$ cat config.mk
export PLATFORM = sky130hd
export DESIGN_NAME = ex_mem_pipe_reg
export DESIGN_NICKNAME = d
export VERILOG_FILES = /design/src/rtl/ex_mem_pipe_reg.sv
export SDC_FILE = /design/constraint.sdc
export NUM_CORES = 1
export LEC_CHECK = 0
export ABC_CLOCK_PERIOD_IN_PS = 2000
export BUFFER_PORTS_ARGS = -buffer_cell sky130_fd_sc_hd__buf_2
export CORE_ASPECT_RATIO = 0.9
export CORE_MARGIN = 2
export CORE_UTILIZATION = 35
export CTS_CLUSTER_DIAMETER = 120
export DETAILED_ROUTE_END_ITERATION = 8
export PLACE_DENSITY = 0.66
export SLEW_MARGIN = 5
export SYNTH_ARGS = -nofsm -noshare
export SYNTH_HDL_FRONTEND = slang
export SYNTH_SLANG_ARGS = --single-unit
$ cat constraint.sdc
create_clock -name clk_i -period 2 [get_ports clk_i]
set_input_delay 0.6 -clock clk_i [delete_from_list [all_inputs] [get_ports clk_i]]
set_output_delay 0.6 -clock clk_i [all_outputs]
set_load 0.05 [all_outputs]
$ cat src/rtl/ex_mem_pipe_reg.sv
// EX->MEM pipeline stage register with a 2-entry skid buffer, flush and vector payload.
// Control outputs are gated to zero on bubbles; data outputs hold their last value.
module ex_mem_pipe_reg #(
    parameter int unsigned XLEN    = 32,
    parameter int unsigned ILEN    = 32,
    parameter int unsigned VLANES  = 4,
    parameter int unsigned VLANE_W = 32,
    parameter int unsigned RADDR_W = 5,
    parameter int unsigned CNT_W   = 16
) (
    input  logic                      clk_i,
    input  logic                      start_i,
    input  logic                      flush_i,
    input  logic                      in_valid_i,
    output logic                      in_ready_o,
    input  logic [XLEN-1:0]           pc_i,
    input  logic [ILEN-1:0]           instr_i,
    input  logic                      zero_i,
    input  logic [XLEN-1:0]           alu_result_i,
    input  logic [VLANES*VLANE_W-1:0] valu_result_i,
    input  logic [XLEN-1:0]           rd_data_i,
    input  logic [RADDR_W-1:0]        rd_addr_i,
    input  logic [4:0]                ctrl_i,
    output logic [XLEN-1:0]           pc_o,
    output logic [ILEN-1:0]           instr_o,
    output logic                      zero_o,
    output logic [XLEN-1:0]           alu_result_o,
    output logic [VLANES*VLANE_W-1:0] valu_result_o,
    output logic [XLEN-1:0]           rd_data_o,
    output logic [RADDR_W-1:0]        rd_addr_o,
    output logic [4:0]                ctrl_o,
    output logic                      out_valid_o,
    input  logic                      out_ready_i,
    output logic [CNT_W-1:0]          stall_cnt_o
);

    localparam int unsigned VW = VLANES * VLANE_W;
    localparam int unsigned PW = XLEN + ILEN + 1 + XLEN + VW + XLEN + RADDR_W + 5;

    localparam logic [1:0] EMPTY = 2'd0;
    localparam logic [1:0] BUSY  = 2'd1;
    localparam logic [1:0] FULL  = 2'd2;

    logic [1:0]       r_state;
    logic [1:0]       w_state_d;
    logic [PW-1:0]    r_main;
    logic [PW-1:0]    r_skid;
    logic [CNT_W-1:0] r_stall_cnt;
    logic [PW-1:0]    w_in;
    logic             w_accept;
    logic             w_pop;
    logic             w_load_main;
    logic             w_load_skid;
    logic             w_main_from_skid;
    logic             w_zero;
    logic [4:0]       w_ctrl;

    assign w_in = {pc_i, instr_i, zero_i, alu_result_i, valu_result_i,
                   rd_data_i, rd_addr_i, ctrl_i};

    // Ready is a pure state decode, so it never depends on out_ready_i.
    assign in_ready_o  = (r_state != FULL);
    assign out_valid_o = (r_state != EMPTY);
    assign w_accept    = in_valid_i & in_ready_o;
    assign w_pop       = out_valid_o & out_ready_i;

    always_comb begin
        w_state_d        = r_state;
        w_load_main      = 1'b0;
        w_load_skid      = 1'b0;
        w_main_from_skid = 1'b0;
        if (flush_i) begin
            w_state_d = EMPTY;
        end else begin
            case (r_state)
                EMPTY: begin
                    if (w_accept) begin
                        w_load_main = 1'b1;
                        w_state_d   = BUSY;
                    end
                end
                BUSY: begin
                    if (w_accept && w_pop) begin
                        w_load_main = 1'b1;
                    end else if (w_accept) begin
                        w_load_skid = 1'b1;
                        w_state_d   = FULL;
                    end else if (w_pop) begin
                        w_state_d = EMPTY;
                    end
                end
                FULL: begin
                    if (w_pop) begin
                        w_main_from_skid = 1'b1;
                        w_state_d        = BUSY;
                    end
                end
                default: w_state_d = EMPTY;
            endcase
        end
    end

    always_ff @(posedge clk_i or negedge start_i) begin
        if (!start_i) begin
            r_state     <= EMPTY;
            r_main      <= '0;
            r_skid      <= '0;
            r_stall_cnt <= '0;
        end else begin
            r_state <= w_state_d;
            if (w_load_main) begin
                r_main <= w_in;
            end else if (w_main_from_skid) begin
                r_main <= r_skid;
            end
            if (w_load_skid) begin
                r_skid <= w_in;
            end
            if (out_valid_o && !out_ready_i && (r_stall_cnt != {CNT_W{1'b1}})) begin
                r_stall_cnt <= r_stall_cnt + {{(CNT_W-1){1'b0}}, 1'b1};
            end
        end
    end

    assign {pc_o, instr_o, w_zero, alu_result_o, valu_result_o,
            rd_data_o, rd_addr_o, w_ctrl} = r_main;

    assign zero_o      = out_valid_o & w_zero;
    assign ctrl_o      = out_valid_o ? w_ctrl : 5'b0;
    assign stall_cnt_o = r_stall_cnt;

endmodule

==> run summary, run 1 <==
run status: finished, violations left
failing checks: negative setup slack
DP HPWL: 45,500 um
total global routing overflow: 0
Net Sw Frac: 0.332
Setup Viol. Count Final: 8
Tcrit/Tclk final: 1.08
Detailed Route Iter0 Violations: 868
dpl cell area: 27,200 um2
commonest non-fill, non-tap cell in the layout: dfrtp_1
CTS Buffer Depth: 3
Post-Route WL: 65,600 um
Worst EP arrival: 1560 ps
CTS tree: built
drt pass-1 iters: 5
Inst Count DP: 3,042
Initial Util: 0.353
worst reg-to-reg path cell count: 8
WP data required: 1400 ps
core area: 68,500 um2
layout cells sized above 1: 0.489
CP cell instances: nor2_2, buf_6, nor2b_2, buf_6
Synth-to-Final Area Change: 23.6%
Worst Clk Skew: 23.4 ps
worst-margin pin slew: 395 ps
root buffer cell: clkbuf_16
max-cap violations: 0
Post-Layout Inst Area: 30,000 um2
number of top-level pins: 557
Core Util, Final: 0.437
Slowest-stage cell, CP: dfrtp_1
Hold Path Class: primary input to flip-flop
drc violations: 0
area of the multi-input gates: 7950 um2
Int Power: 23.3 mW
Final Worst Setup Slack: -159 ps
CTS Buf Count: 59
die area: 71,300 um2
post-layout minimum cycle time: 2160 ps
Mapped Area: 24,200 um2
largest net degree at the start of global routing: 75
static leakage: 15.9 nW
clock sinks: 552
Synth cell types: 35
antenna violation net count after detailed routing: 0
drt wl/cell: 20.6 um
initial antenna violation count: 13
Die W: 281 um
most used cell, CP: buf_6
Worst R2R Setup Slack: 40 ps
Gate power share: 0.252
Hold Startpoint: pc_i[31]
Worst Setup EP: ctrl_o[2]
port bufs: 556
Seq/Total Area, Yosys: 0.570
cells after synthesis: 1,808
clock network fraction of total power: 0.314
Power Density: 1170 nW/um2
filler cell count: 6,292
Critical Path Fanout Max: 7
element type at the critical path start: flip-flop
CP max stage delay: 410 ps
commonest non-fill, non-tap cells in the layout: 551 x dfrtp_1, 543 x buf_2, 268 x mux2_2
Die Ht: 254 um
Clock transition at path regs: 60 ps
origin of the worst setup path: r_state[0]
Nets: 2,477
non-filler cells, final: 3,190
Clock H-tree levels: 2
clk_lat worst skew: 600 ps
RSZ-0062 raised after global routing: yes
Yosys warning count: 0
GP Congestion: 0.828
GR Util All Layers: 0.169
reg2reg start: r_state[1]
net switching power: 11.6 mW
via count: 16,100
Max Clk Rate: 463 MHz
Via density: 5.05
FP Rows: 91
vias in the first global route: 16,600
critical path class: flip-flop to output port
Post-Synthesis Mean Instance Area: 13.4 um2
Peak VDD IR: 609 uV
Final Max Tran Viols: 0
Yosys reg bits: 552
Setup crit end kind: output port
first-pass GRT wire length: 95,100 um
r2r endpoint: r_skid[202]
slew margin rel.: 0.739
Reg area: 13,800 um2
syn_nets: 2,081
Design Power: 34.9 mW
part of the power in registers: 0.434
Hold Fails Final Rpt: 0
-- state kept, by name (all words and copies together) (netlist names) --
name	count
r_main	267
r_skid	267
r_state	2
stall_cnt_o	16
-- cells in the mapped netlist, drive strengths merged --
cell / number / area, um2
nor2b: 8 / 52.6
nor4b: 1 / 8.76
o21ba: 1 / 10.0
xor2: 6 / 52.6
nand4: 7 / 43.8
o21a: 1 / 7.51
nor3: 2 / 21.3
clkbuf: 14 / 52.6
mux2: 270 / 3040
nand3: 2 / 10.0
a31oi: 2 / 12.5
nor4: 2 / 12.5
a22o: 265 / 2320
a21oi: 3 / 15.0
nand2: 7 / 26.3
o22a: 1 / 8.76
and3: 6 / 37.5
dfrtp: 552 / 13800
and4: 2 / 17.5
o21ai: 3 / 15.0
mux2i: 3 / 30.0
buf: 366 / 2490
nor2: 4 / 15.0
xnor2: 5 / 43.8
o211ai: 2 / 15.0
a21o: 265 / 1990
inv: 1 / 3.75
and2: 1 / 6.26
nor3b: 1 / 12.5
nand2b: 3 / 18.8
a211oi: 1 / 7.51
ha: 1 / 12.5
-- kinds of logic after synthesis --
family | synth area share
flip-flops | 0.570
XOR/XNOR | 0.00398
AND/OR/NAND/NOR | 0.0117
multiplexers | 0.127
buffers and inverters | 0.105
adder cells (fa/ha/maj) | 0.000516
AO/OA/AOI/OAI | 0.182
-- layout make-up --
type / count / share of cell area
Multi-Input combinational cell: 875 / 0.265
Inverter: 1 / 0.000209
Clock inverter: 26 / 0.00861
Clock buffer: 81 / 0.0564
Sequential cell: 552 / 0.461
Tap cell: 930 / 0.0388
Timing Repair Buffer: 715 / 0.168
Antenna cell: 10 / 0.000835
-- per-stage QoR --
stage	setup slack [ps]	hold WS [ps]	setup TNS (ps)
finish	-159	221	-1150
CTS	-179	172	-1310
global route	-247	202	-1870
detailed placement	-97.5	457	-6090
floorplan	14.3	304	0
global placement	-64.8	453	-1280
-- power by group through the flow --
stage | combinational [mW] | clock, mW | sequential (mW)
floorplan | 7.38 | 0 | 15.0
global placement | 8.46 | 0 | 15.2
detailed placement | 8.67 | 0 | 15.3
CTS | 8.71 | 11.2 | 15.1
global route | 9.32 | 11.7 | 15.4
finish | 8.81 | 11.0 | 15.1
-- worst max-delay path: cells and delay by family, from the launching register on --
family                 cells  cell delay (ps)
buffers and inverters      2              330
flip-flops                 1              410
AND/OR/NAND/NOR            2              210
-- how the worst min path moves through the flow --
| stage | end | depth (start not counted) | slack, ps |
|---|---|---|---|
| 2_1_floorplan | r_main[0] | 0 | 300 |
| 3_3_place_gp | r_main[147] | 1 | 450 |
| 3_5_place_dp | r_main[2] | 1 | 460 |
| 4_1_cts | r_main[228] | 3 | 170 |
| 5_1_grt | r_main[228] | 3 | 200 |
| 6_report | r_main[266] | 3 | 220 |
-- timing repair --
item                       4_1_cts  5_1_grt
hold endpoints to repair        20        0
hold buffers                     1        0
setup endpoints to repair       11      179
gates cloned                     0       18
buffers inserted                 2       10
pin swaps                        1        4
resized for setup               26       39
-- metal layers --
| metal | vias up | track usage | routed length, um |
|---|---|---|---|
| met2 | 502 | 0.290 | 33100 |
| met4 | 12 | 0.0638 | 1790 |
| met1 | 8325 | 0.202 | 26300 |
| li1 | 7143 | - | - |
| met3 | 119 | 0.0488 | 4330 |
| met5 | - | 0 | 76 |
No activity file was read; power rests on OpenSTA's default activity.
==> run 2: changes to the inputs <==
Settings changed: CORE_ASPECT_RATIO 0.9 to 0.7.
==> run summary, run 2 (synthesis gave the netlist of run 1 again) <==
CP cell instances: nor2_4, buf_12, nor2b_2, buf_6
Reg area: 13,800 um2 (about the same)
static leakage: 16.1 nW (+0.82%)
area of the multi-input gates: 7920 um2 (-0.35%)
Hold Fails Final Rpt: 0 (unchanged)
hold_ws: 222 ps (+1.16 ps)
Design Power: 34.7 mW (-0.64%)
drc violations: 0 (unchanged)
Final Worst Setup Slack: -97.1 ps (+61.9 ps)
Max Clk Rate: 477 MHz (+3.0%)
Detailed Route Iter0 Violations: 1,036 (+19%)
Setup Viol. Count Final: 179 (+171)
Die W: 318 um (+13%)
commonest non-fill, non-tap cells in the layout: 550 x dfrtp_1, 545 x buf_2, 270 x mux2_2
Worst EP arrival: 1500 ps (-60 ps)
initial antenna violation count: 13 (unchanged)
Die Ht: 224 um (-12%)
Power Density: 1140 nW/um2 (-1.8%)
WP data required: 1400 ps (about the same)
Slowest-stage cell, CP: dfrtp_2
CTS Buffer Depth: 3 (unchanged)
Setup crit end kind: output port
worst hold path cell count: 3 (unchanged)
largest net degree at the start of global routing: 95 (+27%)
Clock transition at path regs: 60 ps (about the same)
Core Util, Final: 0.444 (+0.00675)
FP Rows: 80 (-12%)
failing checks: negative setup slack
die area: 71,400 um2 (about the same)
worst-margin pin slew: 515 ps (+120 ps)
Tcrit/Tclk final: 1.05 (-0.0309)
GP Congestion: 0.848 (+2.3%)
Initial Util: 0.355 (+0.00144)
drt pass-1 iters: 5 (unchanged)
Clock H-tree levels: 2 (unchanged)
DP HPWL: 42,400 um (-6.7%)
port bufs: 556 (unchanged)
core area: 68,300 um2 (-0.41%)
Inst Count DP: 2,992 (-1.6%)
via count: 16,300 (+1.4%)
number of top-level pins: 557 (unchanged)
first-pass GRT wire length: 93,000 um (-2.2%)
Critical Path Fanout Max: 7 (unchanged)
GR Util All Layers: 0.162 (-0.00734)
filler cell count: 6,148 (-2.3%)
critical path class: flip-flop to output port
Final Max Tran Viols: 0 (unchanged)
CTS tree: built
slew margin rel.: 0.657 (-0.0819)
CP max stage delay: 430 ps (+20 ps)
layout cells sized above 1: 0.490 (+0.000924)
Worst Clk Skew: 16.0 ps (-7.33 ps)
clock sinks: 552 (unchanged)
commonest non-fill, non-tap cell in the layout: dfrtp_1
worst reg-to-reg path cell count: 9 (+1)
non-filler cells, final: 3,167 (-0.72%)
vias in the first global route: 16,300 (-1.9%)
max-cap violations: 0 (unchanged)
Peak VDD IR: 688 uV (+13%)
total global routing overflow: 0 (unchanged)
RSZ-0062 raised after global routing: yes
root buffer cell: clkbuf_16
Post-Route WL: 67,700 um (+3.1%)
antenna violation net count after detailed routing: 0 (unchanged)
Synth-to-Final Area Change: 25.0%
clk_lat worst skew: 610 ps (about the same)
Nets: 2,484 (+0.28%)
TNS Setup: -4950 ps (-3800 ps)
CTS Buf Count: 55 (-6.8%)
Via density: 5.16 (+2.2%)
Hold Path Class: primary input to flip-flop
drt wl/cell: 21.4 um (+3.9%)
run status: finished, violations left
element type at the critical path start: flip-flop
post-layout minimum cycle time: 2100 ps (-61.9 ps)
-- run 2: repair_timing --
item	CTS	global route
setup buffers	4	12
hold buffers	1	0
pin swaps	1	21
cloned	0	47
resized for setup	28	69
endpoints found under the hold margin	14	0
endpoints found under the setup margin	10	401
-- run 2: path summary, 6_finish.rpt --
path,slack [ps],end,startpoint
hold / removal,220,r_main[228],instr_i[25]
setup / recovery,-100,ctrl_o[4],r_state[0]
setup reg to reg,-80,r_main[101],r_state[0]
min in group asynchronous,450,r_skid[189],start_i
hold reg to reg,470,r_main[68],r_main[68]
max in group asynchronous,730,r_main[22],start_i
-- run 2: where the power goes --
| part | switching (mW) | internal, mW | total (mW) |
|---|---|---|---|
| clock | 4.52 | 6.06 | 10.6 |
| sequential | 1.39 | 13.7 | 15.1 |
| combinational | 5.70 | 3.29 | 8.99 |
-- run 2: critical path: cells and delay by family, from the launching register on --
kind / cells / cell delay, ps
AND/OR/NAND/NOR: 2 / 180
buffers and inverters: 2 / 290
flip-flops: 1 / 430
-- run 2: per-layer routing --
| metal | vias up | share of wire | global-route usage |
|---|---|---|---|
| li1 | 7153 | - | - |
| met1 | 8573 | 0.43 | 0.208 |
| met2 | 470 | 0.48 | 0.264 |
| met3 | 122 | 0.060 | 0.0454 |
| met4 | 12 | 0.025 | 0.0534 |
| met5 | - | 0.0011 | 0 |
-- run 2: area by class of cell --
type	instances	share of cell area
clock inverter	24	0.00743
tap	902	0.0373
timing repair buffer	726	0.183
inverter	1	0.000124
clock buffer	80	0.0539
antenna	7	0.000578
sequential	552	0.456
multi-input combinational	875	0.262
-- run 2: metrics by stage --
step                      setup slack (ps)  instance area (um2)
after global routing                  -165                30300
after CTS                             -185                28900
after detailed placement             -44.8                26900
after floorplan                       14.3                24200
final                                -97.1                30300
after global placement                9.90                26900
